**config.mk**
```make
export PLATFORM = sky130hd
export DESIGN_NAME = rank_result_capture
export DESIGN_NICKNAME = d
export VERILOG_FILES = /design/src/rtl/rank_result_capture.sv
export SDC_FILE = /design/constraint.sdc
export NUM_CORES = 1
export LEC_CHECK = 0
export BUFFER_PORTS_ARGS = -buffer_cell sky130_fd_sc_hd__clkbuf_2
export CORE_AREA = 2 2 101 113
export DETAILED_ROUTE_END_ITERATION = 10
export DIE_AREA = 0 0 103 115
export GPL_ROUTABILITY_DRIVEN = 0
export PLACE_DENSITY = 0.78
export SLEW_MARGIN = 20
export SYNTH_ARGS = -nofsm -noshare
export SYNTH_HDL_FRONTEND = slang
export SYNTH_SLANG_ARGS = --single-unit
```
**constraint.sdc**
```tcl
create_clock -name clk -period 2.7 [get_ports clk]
set_input_delay 0.54 -clock clk [delete_from_list [all_inputs] [get_ports clk]]
set_output_delay 0.54 -clock clk [all_outputs]
set_load 0.01 [all_outputs]
```
**src/rtl/rank_result_capture.sv**
```systemverilog
// ============================================================================
// Module   : rank_result_capture
// Purpose  : Captures DEPTH rank_order filter samples after SKIP fill samples
//            and returns them in order through a registered read port.
//            Optional CAPTURE_MINMAX_EN adds running cap_min/cap_max outputs.
// Revision : 1.0 - initial release
// ============================================================================
`default_nettype none

module rank_result_capture #(
  parameter int DATA_BITS = 8,
  parameter int SKIP      = 4,
  parameter int DEPTH     = 16,
  parameter int ADDR_BITS = $clog2(DEPTH)
) (
  input  logic                 clk,
  input  logic                 rst,
  input  logic                 start,
  input  logic                 in_valid,
  input  logic [DATA_BITS-1:0] in_data,
  input  logic                 rd_en,
  output logic [DATA_BITS-1:0] rd_data,
  output logic                 rd_valid,
  output logic [ADDR_BITS:0]   count,
  output logic                 busy,
  output logic                 done,
  output logic                 overflow
`ifdef CAPTURE_MINMAX_EN
  ,
  output logic [DATA_BITS-1:0] cap_min,
  output logic [DATA_BITS-1:0] cap_max
`endif
);

  localparam int                 c_skip_bits = (SKIP < 2) ? 1 : $clog2(SKIP + 1);
  localparam logic [c_skip_bits-1:0] c_skip_init = c_skip_bits'(SKIP);
  localparam logic [c_skip_bits-1:0] c_skip_one  = c_skip_bits'(1);
  localparam logic [ADDR_BITS:0] c_cnt_zero = '0;
  localparam logic [ADDR_BITS:0] c_cnt_one  = (ADDR_BITS + 1)'(1);
  localparam logic [ADDR_BITS:0] c_cnt_last = (ADDR_BITS + 1)'(DEPTH - 1);

  typedef enum logic [1:0] {
    ST_IDLE    = 2'd0,
    ST_FILL    = 2'd1,
    ST_CAPTURE = 2'd2,
    ST_DONE    = 2'd3
  } state_t;

  state_t                 r_state;
  logic [c_skip_bits-1:0] r_skip;
  logic [ADDR_BITS:0]     r_count;
  logic [ADDR_BITS:0]     r_rd_ptr;
  logic [DATA_BITS-1:0]   r_rd_data;
  logic                   r_rd_valid;
  logic                   r_busy;
  logic                   r_done;
  logic                   r_overflow;
  logic [DATA_BITS-1:0]   r_mem [DEPTH];

  logic                   w_start_acc;
  logic                   w_wr;
  logic                   w_rd;
  logic [ADDR_BITS-1:0]   w_wr_addr;
  logic [ADDR_BITS-1:0]   w_rd_addr;

  // start only re-arms from IDLE or DONE; an accepted start also drops any read
  assign w_start_acc = start && ((r_state == ST_IDLE) || (r_state == ST_DONE));
  assign w_wr        = (r_state == ST_CAPTURE) && in_valid;
  assign w_rd        = rd_en && !w_start_acc && (r_rd_ptr < r_count);
  assign w_wr_addr   = r_count[ADDR_BITS-1:0];
  assign w_rd_addr   = r_rd_ptr[ADDR_BITS-1:0];

  always_ff @(posedge clk or posedge rst) begin
    if (rst) begin
      r_state    <= ST_IDLE;
      r_skip     <= '0;
      r_count    <= '0;
      r_busy     <= 1'b0;
      r_done     <= 1'b0;
      r_overflow <= 1'b0;
    end else if (w_start_acc) begin
      r_count    <= c_cnt_zero;
      r_overflow <= 1'b0;
      r_skip     <= c_skip_init;
      r_busy     <= 1'b1;
      r_done     <= 1'b0;
      r_state    <= (SKIP == 0) ? ST_CAPTURE : ST_FILL;
    end else begin
      case (r_state)
        ST_FILL: begin
          if (in_valid) begin
            r_skip <= r_skip - c_skip_one;
            if (r_skip == c_skip_one) begin
              r_state <= ST_CAPTURE;
            end
          end
        end
        ST_CAPTURE: begin
          if (in_valid) begin
            r_count <= r_count + c_cnt_one;
            if (r_count == c_cnt_last) begin
              r_state <= ST_DONE;
              r_busy  <= 1'b0;
              r_done  <= 1'b1;
            end
          end
        end
        ST_DONE: begin
          if (in_valid) begin
            r_overflow <= 1'b1;
          end
        end
        default: begin
        end
      endcase
    end
  end

  // Sample storage carries no reset; count gates what is readable
  always_ff @(posedge clk) begin
    if (w_wr) begin
      r_mem[w_wr_addr] <= in_data;
    end
  end

  always_ff @(posedge clk or posedge rst) begin
    if (rst) begin
      r_rd_ptr   <= '0;
      r_rd_data  <= '0;
      r_rd_valid <= 1'b0;
    end else if (w_start_acc) begin
      r_rd_ptr   <= c_cnt_zero;
      r_rd_valid <= 1'b0;
    end else if (w_rd) begin
      r_rd_data  <= r_mem[w_rd_addr];
      r_rd_valid <= 1'b1;
      r_rd_ptr   <= r_rd_ptr + c_cnt_one;
    end else begin
      r_rd_valid <= 1'b0;
    end
  end

`ifdef CAPTURE_MINMAX_EN
  logic [DATA_BITS-1:0] r_cap_min;
  logic [DATA_BITS-1:0] r_cap_max;

  always_ff @(posedge clk or posedge rst) begin
    if (rst) begin
      r_cap_min <= '0;
      r_cap_max <= '0;
    end else if (w_start_acc) begin
      r_cap_min <= '1;
      r_cap_max <= '0;
    end else if (w_wr) begin
      if (in_data < r_cap_min) begin
        r_cap_min <= in_data;
      end
      if (in_data > r_cap_max) begin
        r_cap_max <= in_data;
      end
    end
  end

  assign cap_min = r_cap_min;
  assign cap_max = r_cap_max;
`endif

  assign rd_data  = r_rd_data;
  assign rd_valid = r_rd_valid;
  assign count    = r_count;
  assign busy     = r_busy;
  assign done     = r_done;
  assign overflow = r_overflow;

endmodule

`default_nettype wire
```
==> results of run 1 <==
-- sequential cells by signal, summed over array words and instances, names as in the netlist --
register / flops
rd_data: 8
r_skip: 3
overflow: 1
count: 5
r_mem: 128
done: 1
rd_valid: 1
r_rd_ptr: 5
r_state: 2
busy: 1
-- worst paths after layout --
check	slack [ns]	end	depth (start not counted)
worst max-delay path	0.53	r_rd_ptr[3]	8
worst min-delay path	0.15	done	2
worst max register to register	0.53	r_rd_ptr[3]	8
worst min register to register	0.48	busy	2
max in group asynchronous	1.92	rd_data[3]	3
min in group clk	0.43	r_skip[1]	2
-- kinds of logic (layout without fill, tap and decap cells) --
| family | after synthesis | count (layout) | synth area share (%) |
|---|---|---|---|
| DFF | 155 | 155 | 70.4 |
| and+or+nand+nor | 78 | 78 | 5.73 |
| muxes | 54 | 54 | 11.9 |
| AOI/OAI and AO/OA | 47 | 47 | 4.95 |
| buffers and inverters | 29 | 90 | 3.35 |
| adders and majority gates | 15 | 15 | 2.92 |
| xor gates and xnor gates | 5 | 5 | 0.682 |
-- worst register-to-register path, cell delays in order, from the launching register on --
cell     delay [ns]
dfrtp_1        0.54
inv_1          0.16
ha_1           0.33
a21oi_1        0.12
o21ai_1        0.11
a31oi_4        0.18
buf_4          0.27
nand4_1        0.16
mux2i_1        0.17
-- through the flow --
stage	instances	setup WS (ns)	util [%]	power, mW	hold WS (ns)
after floorplan	383	0.630	-	3.93	0.449
after CTS	591	0.540	68.1	6.49	0.158
after global placement	559	0.597	62.8	4.18	0.457
final	591	0.533	68.1	6.47	0.147
after global routing	591	0.360	68.1	6.74	0.195
after detailed placement	559	0.565	62.8	4.22	0.471
-- cell type report --
cell class	count	area [sq um]	area share, %
Clock buffer	18	429	5.88
Inverter	11	41.3	0.566
Tap cell	147	184	2.52
Timing Repair Buffer	47	293	4.01
Sequential cell	155	4520	61.9
Multi-Input combinational cell	199	1680	23.1
Clock inverter	14	146	2.01
-- power by group --
| part | internal, mW | switching, mW |
|---|---|---|
| combinational | 0.558 | 0.673 |
| clock | 1.36 | 0.931 |
| sequential | 2.76 | 0.190 |
| total | 4.68 | 1.79 |
-- placed cells by master, fill, tap and decap left out, types with 2 or more instances in the layout --
| cell type | Yosys | final |
|---|---|---|
| a211oi_1 | 9 | 9 |
| a21oi_1 | 6 | 6 |
| a31oi_1 | 8 | 8 |
| and2_1 | 3 | 3 |
| buf_4 | 0 | 17 |
| bufinv_16 | 0 | 2 |
| clkbuf_16 | 0 | 17 |
| clkbuf_2 | 0 | 29 |
| clkinv_1 | 0 | 2 |
| clkinv_4 | 0 | 2 |
| clkinvlp_4 | 0 | 4 |
| dfrtp_1 | 27 | 26 |
| edfxtp_1 | 128 | 128 |
| ha_1 | 15 | 15 |
| inv_1 | 11 | 11 |
| inv_6 | 0 | 3 |
| mux2i_1 | 38 | 38 |
| mux4_1 | 7 | 7 |
| mux4_2 | 9 | 9 |
| nand2_1 | 28 | 28 |
| nand4_1 | 3 | 3 |
| nor2_1 | 30 | 30 |
| nor3_1 | 4 | 4 |
| o21ai_0 | 4 | 4 |
| o22ai_1 | 15 | 15 |
| xnor2_1 | 4 | 4 |
-- routing by layer --
metal	vias to the layer above	part of all wire [%]	track usage [%]
met4	0	3.0	9.39
met2	96	55	39.7
met5	-	0	0
met3	23	5.1	5.23
li1	1573	-	-
met1	1753	37	28.3
==> impl_metrics.csv, run 1 <==
group,metric,value,unit
status,status,"completed",
power,p_leak,2.62,nW
cells_and_area,fin_area,0.00730,sq mm
logic_synthesis,synth_warnings,0,
logic_synthesis,ys_ff_latch,155,
worst_setup_path,worstPathRequired,2.98,ns
clocking,cts_sinks,155,
global_route,grt_pass1_wl,19.3,mm
sta,period_needed,2.17,ns
sta,worstMarginPinSlew,0.695,ns
floorplan,die_h,115,um
worst_setup_path,worstSetupPathType,"reg2reg",
clocking,ctsHoldBuffers,0,
sta,setup_viol,0,
sta,fmaxAchievable,461,MHz
routing,viasPerCell,5.83,
sta,fin_skew,0.0133,ns
logic_synthesis,postSynthAreaPerCell,16.8,sq um
logic_synthesis,synth_cell_types,41,
routing,dr.pass1.iters,5,
worst_setup_path,path_max_fanout,22,
floorplan,fp.dieArea,0.0118,sq mm
clocking,clock_path_buffers,2,
logic_synthesis,synthTopCellsByCount,"128 x edfxtp_1, 38 x mux2i_1, 30 x nor2_1, 28 x nand2_1, 27 x dfrtp_1",
worst_setup_path,critPathTopFamily,"flip-flops",
clocking,cts_made_buffers,17,
floorplan,initial_utilization,59.9,%
routing,wl,12.6,mm
run,maxCapViolations,0,
placement,dpl_cell_area,0.00672,sq mm
worst_setup_path,arrival,2.45,ns
sta,hold_viol,0,
global_route,antenna_found_initial,0,
sta,fin_crit_sh,80.3,%
clocking,cts_resized,0,
logic_synthesis,synthCells,383,
worst_setup_path,end_kind,"register",
routing,wl_per_cell,21.2,um
sta,relSlewSlack,53.5,%
floorplan,rows,40,
sta,grt_setup_unrepaired,"no",
worst_setup_path,path_cells,"inv_1 -> ha_1 -> a21oi_1 -> o21ai_1 -> a31oi_4 -> buf_4 -> nand4_1 -> mux2i_1",
clocking,postCtsSetupRepairBufs,0,
clocking,cts_tree,"yes",
routing,drc,0,
clocking,root_buffer,"clkbuf_16",
worst_setup_path,crit_start,"count[2]",
logic_synthesis,synth_most_common_cell,"edfxtp_1",
floorplan,ios,30,
clocking,htree_num_levels,4,
placement,dp_hpwl,8.06,mm
logic_synthesis,synthFlopType,"edfxtp_1",
logic_synthesis,netlist.area_leader.share,59.9,%
floorplan,core,0.0107,sq mm
clocking,cts.clk_slew.worst_paths,0.07,ns
sta,fin_setup_tns,0,ns
clocking,clk_latency,0.43,ns
logic_synthesis,yosysTopAreaCell,"edfxtp_1",
cells_and_area,drive_gt1_share,20.7,%
global_route,grt_pass1_vias,3529,
logic_synthesis,synthesis.area,0.00642,sq mm
global_route,grt_max_degree,25,
worst_setup_path,cp_slowest_stage_delay,0.54,ns
global_route,grt_overflow,0,
placement,port_buffers,29,
power,power_density,887,mW/mm^2
cells_and_area,nFillCells,726,
min_path,min_path_type,"in2async",
sta,report.final.slew_viol_count,0,
routing,drt-initial-drc-count,335,
cells_and_area,nets,459,
worst_setup_path,crit_path_start_kind,"register",
logic_synthesis,async_flop_share,17.4,%
worst_setup_path,slowest_stage,"dfrtp_1",
floorplan,die_w,103,um
cells_and_area,area_growth,13.7,%
global_route,groute.usage.overall,23.1,%
power,ir_drop,0.556,mV
logic_synthesis,syn_nets,411,
cells_and_area,n_antenna_cell,0,
worst_setup_path,crit_buf_inv,2,
logic_synthesis,seq_area_frac_synth,70.4,%
worst_setup_path,rr_startpoint,"count[2]",
routing,antenna_left,0,
logic_synthesis,ys_top_cells_by_area,"edfxtp_1 60%, dfrtp_1 11%, mux2i_1 5.9%",
logic_synthesis,synth_edf_count,128,
routing,via_count,3445,
Note: power is estimated with default switching activity, not from simulation.
==> inputs of run 2 (changes only) <==
--- a/config.mk
+++ b/config.mk
@@ -5,12 +5,13 @@
 export SDC_FILE = /design/constraint.sdc
 export NUM_CORES = 1
 export LEC_CHECK = 0
+export ABC_AREA = 1
 export BUFFER_PORTS_ARGS = -buffer_cell sky130_fd_sc_hd__clkbuf_2
-export CORE_AREA = 2 2 101 113
+export CORE_AREA = 2 2 110 123
 export DETAILED_ROUTE_END_ITERATION = 10
-export DIE_AREA = 0 0 103 115
+export DIE_AREA = 0 0 112 125
 export GPL_ROUTABILITY_DRIVEN = 0
-export PLACE_DENSITY = 0.78
+export PLACE_DENSITY = 0.74
 export SLEW_MARGIN = 20
 export SYNTH_ARGS = -nofsm -noshare
 export SYNTH_HDL_FRONTEND = slang
==> constraint.sdc (replaced) <==
create_clock -name clk -period 1.9 [get_ports clk]
set_input_delay 0.38 -clock clk [delete_from_list [all_inputs] [get_ports clk]]
set_output_delay 0.38 -clock clk [all_outputs]
set_load 0.01 [all_outputs]
==> run 2 against run 1 <==
- first-iteration DRC count increased by 37%
- utilization decreased by 5.9 points
- worst hold slack got worse by 0.13 ns
- total power increased by 55%
- non-clock buffer count increased by 13
- sequential power increased by 40%
- final cell count increased by 57%
==> impl_metrics.csv, run 2 <==
group,metric,value,unit
logic_synthesis,synthTopCellsByCount,"221 x nand2_1, 128 x edfxtp_1, 102 x inv_1, 90 x nand3_1, 64 x nor2_1",
sta,fin_skew,0.00721,ns
global_route,groute.usage.overall,23.3,%
sta,fmaxAchievable,574,MHz
routing,dr.pass1.iters,5,
worst_setup_path,crit_path_start_kind,"register",
cells_and_area,fin_cells,926,
cells_and_area,area_growth,15.8,%
worst_setup_path,worstSetupPathType,"reg2reg",
global_route,grt_overflow,0,
worst_setup_path,r2r_cells,9,
worst_setup_path,end_kind,"register",
floorplan,die_h,125,um
cells_and_area,nets,781,
logic_synthesis,ys_ff_latch,155,
logic_synthesis,yosysTopAreaCell,"edfxtp_1",
clocking,cts.clk_slew.worst_paths,0.06,ns
sta,hold_viol,0,
logic_synthesis,synthesis.area,0.00692,sq mm
logic_synthesis,async_flop_share,17.4,%
run,maxCapViolations,0,
floorplan,initial_utilization,53.7,%
clocking,root_buffer,"clkbuf_16",
power,total_power,10.0,mW
clocking,htree_num_levels,4,
worst_setup_path,crit_start,"r_state[0]",
global_route,grt_max_degree,68,
worst_setup_path,worstPathRequired,2.21,ns
cells_and_area,drive_gt1_share,12.8,%
sta,setup_viol,0,
sta,fin_crit_sh,91.8,%
sta,setup_ws,0.157,ns
logic_synthesis,syn_nets,728,
global_route,antenna_found_initial,0,
placement,dp_hpwl,9.72,mm
placement,place_ws,0.0933,ns
routing,drc,0,
logic_synthesis,ys_top_cells_by_area,"edfxtp_1 56%, nand2_1 12%, dfrtp_1 9.8%",
logic_synthesis,netlist.area_leader.share,55.5,%
floorplan,ios,30,
worst_setup_path,reg2reg_setup_slack,0.16,ns
routing,antenna_left,0,
logic_synthesis,synthCells,700,
clocking,clk_latency,0.42,ns
worst_setup_path,rr_endpoint,"rd_data[1]",
cells_and_area,largest_reg_flops,128,
routing,drt-initial-drc-count,458,
logic_synthesis,postSynthAreaPerCell,9.89,sq um
status,status,"completed",
cells_and_area,final_common_cell,"nand2_1",
sta,worstMarginPinSlew,0.615,ns
worst_setup_path,arrival,2.05,ns
logic_synthesis,synth_edf_count,128,
routing,viasPerCell,5.24,
cells_and_area,most-common-layout-cells,"221 x nand2_1, 128 x edfxtp_1, 101 x inv_1",
clocking,cts_sinks,155,
logic_synthesis,synth_most_common_cell,"nand2_1",
worst_setup_path,rr_startpoint,"r_state[0]",
worst_setup_path,path_max_fanout,19,
floorplan,die_w,112,um
power,power_density,1250,mW/mm^2
clocking,cts_tree,"yes",
cells_and_area,n_antenna_cell,0,
global_route,grt_pass1_wl,25.1,mm
routing,wl_per_cell,16.5,um
clocking,cts_made_buffers,17,
logic_synthesis,synth_warnings,0,
logic_synthesis,seq_area_frac_synth,65.3,%
clocking,clock_path_buffers,2,
logic_synthesis,synth_cell_types,21,
floorplan,rows,44,
sta,fin_setup_tns,0,ns
floorplan,core,0.0129,sq mm
power,ir_drop,0.596,mV
routing,wl,15.3,mm
cells_and_area,regMostFlops,"r_mem",
floorplan,fp.dieArea,0.0140,sq mm
placement,dp.cells,895,
placement,port_buffers,29,
min_path,min_path_type,"in2async",
sta,period_needed,1.74,ns
global_route,grt_pass1_vias,4891,
power,p_leak,3.57,nW
routing,via_count,4855,
sta,grt_setup_unrepaired,"no",
sta,report.final.slew_viol_count,0,
logic_synthesis,synthFlopType,"edfxtp_1",
sta,relSlewSlack,59.0,%
[run 2: cell count changes after synthesis, moves of 13 or more]
cell	change
inv_1	+91
mux2i_1	-38
nand2_1	+193
nand3_1	+89
nor2_1	+34
o22ai_1	-13
[run 2: metrics by stage]
step | hold slack, ns | instance area, sq um | utilization [%]
4_1_cts | 0.0127 | 8000 | 62.1
3_3_place_gp | 0.449 | 7410 | 57.5
2_1_floorplan | 0.433 | 6920 | -
5_1_grt | 0.0598 | 8020 | 62.2
6_report | 0.0126 | 8020 | 62.2
3_5_place_dp | 0.458 | 7410 | 57.5
[run 2: kinds of logic (layout without fill, tap and decap cells)]
group           count (synthesis)  in the layout  share of synthesized area [%]
buf+inv                       133            198                           8.13
fa+ha+maj                      15             15                           2.71
compound gates                 15             15                           1.16
simple gates                  379            379                           22.4
xor+xnor                        3              3                          0.380
flops                         155            155                           65.3
[run 2: how the worst max path moves through the flow]
stage / to / slack (ns) / depth (start not counted)
finish: rd_data[1] / 0.16 / 9
global route: rd_data[4] / 0.001 / 11
CTS: rd_data[4] / 0.07 / 9
detailed placement: rd_data[4] / 0.09 / 9
global placement: rd_data[7] / 0.15 / 9
floorplan: rd_data[0] / 0.16 / 11
[run 2: report_power, final]
part           leakage, nW  internal [mW]  switching [mW]  total (mW)
clock                0.280           2.07            1.34        3.41
sequential            1.49           3.95           0.165        4.12
combinational         1.81          0.837            1.67        2.51
[run 2: repair_timing]
| item | 4_1_cts | 5_1_grt |
|---|---|---|
| setup buffers | 0 | 0 |
| resized for setup | 0 | 5 |
| endpoints found under the setup margin | 0 | 29 |
| hold buffers | 0 | 0 |
[run 2: worst max-delay path: stages (launching register included)]
cell and delay [ns]:
dfrtp_1 0.39, inv_1 0.06, ha_1 0.33, nand2_4 0.13
nand3_1 0.14, nor2_4 0.16, buf_12 0.16, nand3_1 0.08
nor2_1 0.13, nor2_1 0.05
[run 2: per-layer routing]
layer / GRT usage (%) / vias up / part of all wire [%]
met5: 0 / - / 0
met1: 30.9 / 2282 / 41
li1: - / 2345 / -
met2: 37.5 / 198 / 49
met4: 11.0 / 0 / 3.4
met3: 4.51 / 30 / 6.8
[run 2: area by class of cell]
cell class	count	area, sq um
fillers	992	4870
repair buffers	60	440
multi-input cells	412	1860
clock buffers	18	429
inverters	107	402
well taps	161	201
flip-flops and latches	155	4520
clock inverters	13	166
==> inputs of run 3 (changes only) <==
--- a/config.mk
+++ b/config.mk
@@ -6,12 +6,12 @@
 export NUM_CORES = 1
 export LEC_CHECK = 0
 export ABC_AREA = 1
-export BUFFER_PORTS_ARGS = -buffer_cell sky130_fd_sc_hd__clkbuf_2
-export CORE_AREA = 2 2 110 123
+export CORE_AREA = 2 2 100 111
 export DETAILED_ROUTE_END_ITERATION = 10
-export DIE_AREA = 0 0 112 125
+export DIE_AREA = 0 0 102 113
+export DONT_BUFFER_PORTS = 1
 export GPL_ROUTABILITY_DRIVEN = 0
-export PLACE_DENSITY = 0.74
+export PLACE_DENSITY = 0.83
 export SLEW_MARGIN = 20
 export SYNTH_ARGS = -nofsm -noshare
 export SYNTH_HDL_FRONTEND = slang
==> constraint.sdc (replaced) <==
create_clock -name clk -period 2.25 [get_ports clk]
set_input_delay 0.45 -clock clk [delete_from_list [all_inputs] [get_ports clk]]
set_output_delay 0.45 -clock clk [all_outputs]
set_load 0.01 [all_outputs]
==> run 3 against run 2 <==
- first-iteration DRC count rose by 65%
- final area shrank 3.2%
- sequential cell count unchanged
- final cell count is 5.6% lower
- clock power fell by 14%
- via count up 0.93%
- global-route usage rose by 5.7 points
- wire length is 0.25% lower
- combinational power is 31% lower
- non-clock buffer count down 34
- fmax shrank 10%
==> impl_metrics.csv, run 3 (same netlist as run 2, synthesis figures left out) <==
group,metric,value,unit
placement,dp_hpwl,9.66,mm
worst_setup_path,end_kind,"register",
routing,viasPerCell,5.61,
worst_setup_path,crit_path_start_kind,"register",
clocking,clk_latency,0.41,ns
power,p_leak,3.40,nW
clocking,clock_path_buffers,2,
sta,grt_setup_unrepaired,"no",
worst_setup_path,arrival,2.24,ns
sta,fin_setup_tns,0,ns
placement,dp.cells,842,
cells_and_area,largest_reg_flops,128,
cells_and_area,regMostFlops,"r_mem",
sta,period_needed,1.94,ns
min_path,min_path_type,"in2reg",
worst_setup_path,worstSetupPathType,"reg2reg",
worst_setup_path,path_max_fanout,23,
global_route,grt_max_degree,68,
cells_and_area,most-common-layout-cells,"221 x nand2_1, 128 x edfxtp_1, 102 x inv_1",
sta,fmaxAchievable,516,MHz
floorplan,fp.dieArea,0.0115,sq mm
routing,drt-initial-drc-count,755,
floorplan,die_h,113,um
sta,fin_skew,0.00835,ns
global_route,groute.usage.overall,29.0,%
cells_and_area,fin_area,0.00776,sq mm
cells_and_area,drive_gt1_share,8.21,%
cells_and_area,n_antenna_cell,0,
clocking,root_buffer,"clkbuf_16",
clocking,htree_num_levels,4,
floorplan,rows,39,
routing,via_count,4900,
sta,fin_crit_sh,86.2,%
placement,dpl_cell_area,0.00714,sq mm
sta,worstMarginPinSlew,0.589,ns
sta,setup_viol,0,
routing,dr.pass1.iters,7,
global_route,grt_overflow,0,
floorplan,ios,30,
cells_and_area,area_growth,12.1,%
clocking,cts_sinks,155,
cells_and_area,fin_cells,874,
routing,wl_per_cell,17.5,um
sta,hold_viol,0,
clocking,cts.clk_slew.worst_paths,0.06,ns
run,maxCapViolations,0,
floorplan,core,0.0103,sq mm
global_route,antenna_found_initial,0,
worst_setup_path,reg2reg_setup_slack,0.31,ns
floorplan,initial_utilization,66.9,%
clocking,cts_resized,0,
routing,wl,15.3,mm
global_route,grt_pass1_wl,24.6,mm
clocking,cts_made_buffers,17,
sta,report.final.slew_viol_count,0,
cells_and_area,final_common_cell,"nand2_1",
global_route,grt_pass1_vias,4896,
status,status,"completed",
clocking,cts_tree,"yes",
sta,relSlewSlack,60.7,%
cells_and_area,nets,747,
routing,antenna_left,0,
power,power_density,1060,mW/mm^2
floorplan,die_w,102,um
power,ir_drop,0.894,mV
placement,port_buffers,0,
cells_and_area,nFillCells,619,
worst_setup_path,worstPathRequired,2.56,ns
routing,drc,0,
[run 3: cell types whose count changed in the layout (fill, tap and decap cells not counted), moves of 2 or more]
cell and change:
buf_12 -4, buf_4 -2, clkbuf_1 +2, clkbuf_2 -29, clkinv_1 -2, clkinvlp_4 +2, inv_6 -3, nor2_1 +2
[run 3: final timing paths]
kind / startpoint / end / cells after the start
setup / recovery: count[2] / rd_data[0] / 11
hold / removal: in_data[7] / r_mem[7][7] / 0
setup reg to reg: count[2] / rd_data[0] / 11
hold reg to reg: r_skip[2] / r_skip[2] / 2
max in group asynchronous: rst / r_rd_ptr[0] / 3
min in group asynchronous: rst / r_skip[0] / 3
[run 3: final cells by class]
type                       count  area [sq um]  area share [%]
multi-input combinational    412          1840            23.7
inverter                     107           402            5.17
timing repair buffer          26           210            2.71
clock inverter                11           171            2.21
tap                          143           179            2.31
sequential                   155          4520            58.2
clock buffer                  20           437            5.63
[run 3: per-stage QoR]
stage          utilization, %  power, mW  hold WS (ns)  setup slack [ns]
3_5_place_dp             69.0       5.31         0.419             0.381
2_1_floorplan               -       4.88         0.451             0.514
6_report                 75.0       8.23         0.128             0.312
5_1_grt                  75.0       8.63         0.104             0.124
3_3_place_gp             69.0       5.22         0.418             0.464
4_1_cts                  75.0       8.23         0.117             0.338
[run 3: layer usage]
metal	vias up	routed length (um)	global-route usage [%]
met5	-	0	0
met4	0	360	10.6
met3	39	1320	8.09
met2	273	7880	47.8
met1	2315	5710	37.0
li1	2273	-	-
[run 3: timing repair]
action	in CTS	in global routing
hold endpoints to repair	27	0
hold buffers	1	0
setup buffers	0	0
[run 3: critical path: stages, from the launching register on]
cell	delay, ns
dfrtp_1	0.47
inv_1	0.15
ha_1	0.34
nand2_1	0.08
nand2_1	0.05
nand2_1	0.05
nand2_1	0.05
nor2_1	0.08
buf_4	0.25
nand3_1	0.11
nor2_1	0.14
nor2_1	0.05
[run 3: where the power goes]
group / leakage [nW] / switching, mW / internal [mW] / total, mW
registers: 1.49 / 0.232 / 3.34 / 3.57
clock network: 0.278 / 1.08 / 1.85 / 2.92
logic: 1.64 / 1.20 / 0.540 / 1.74
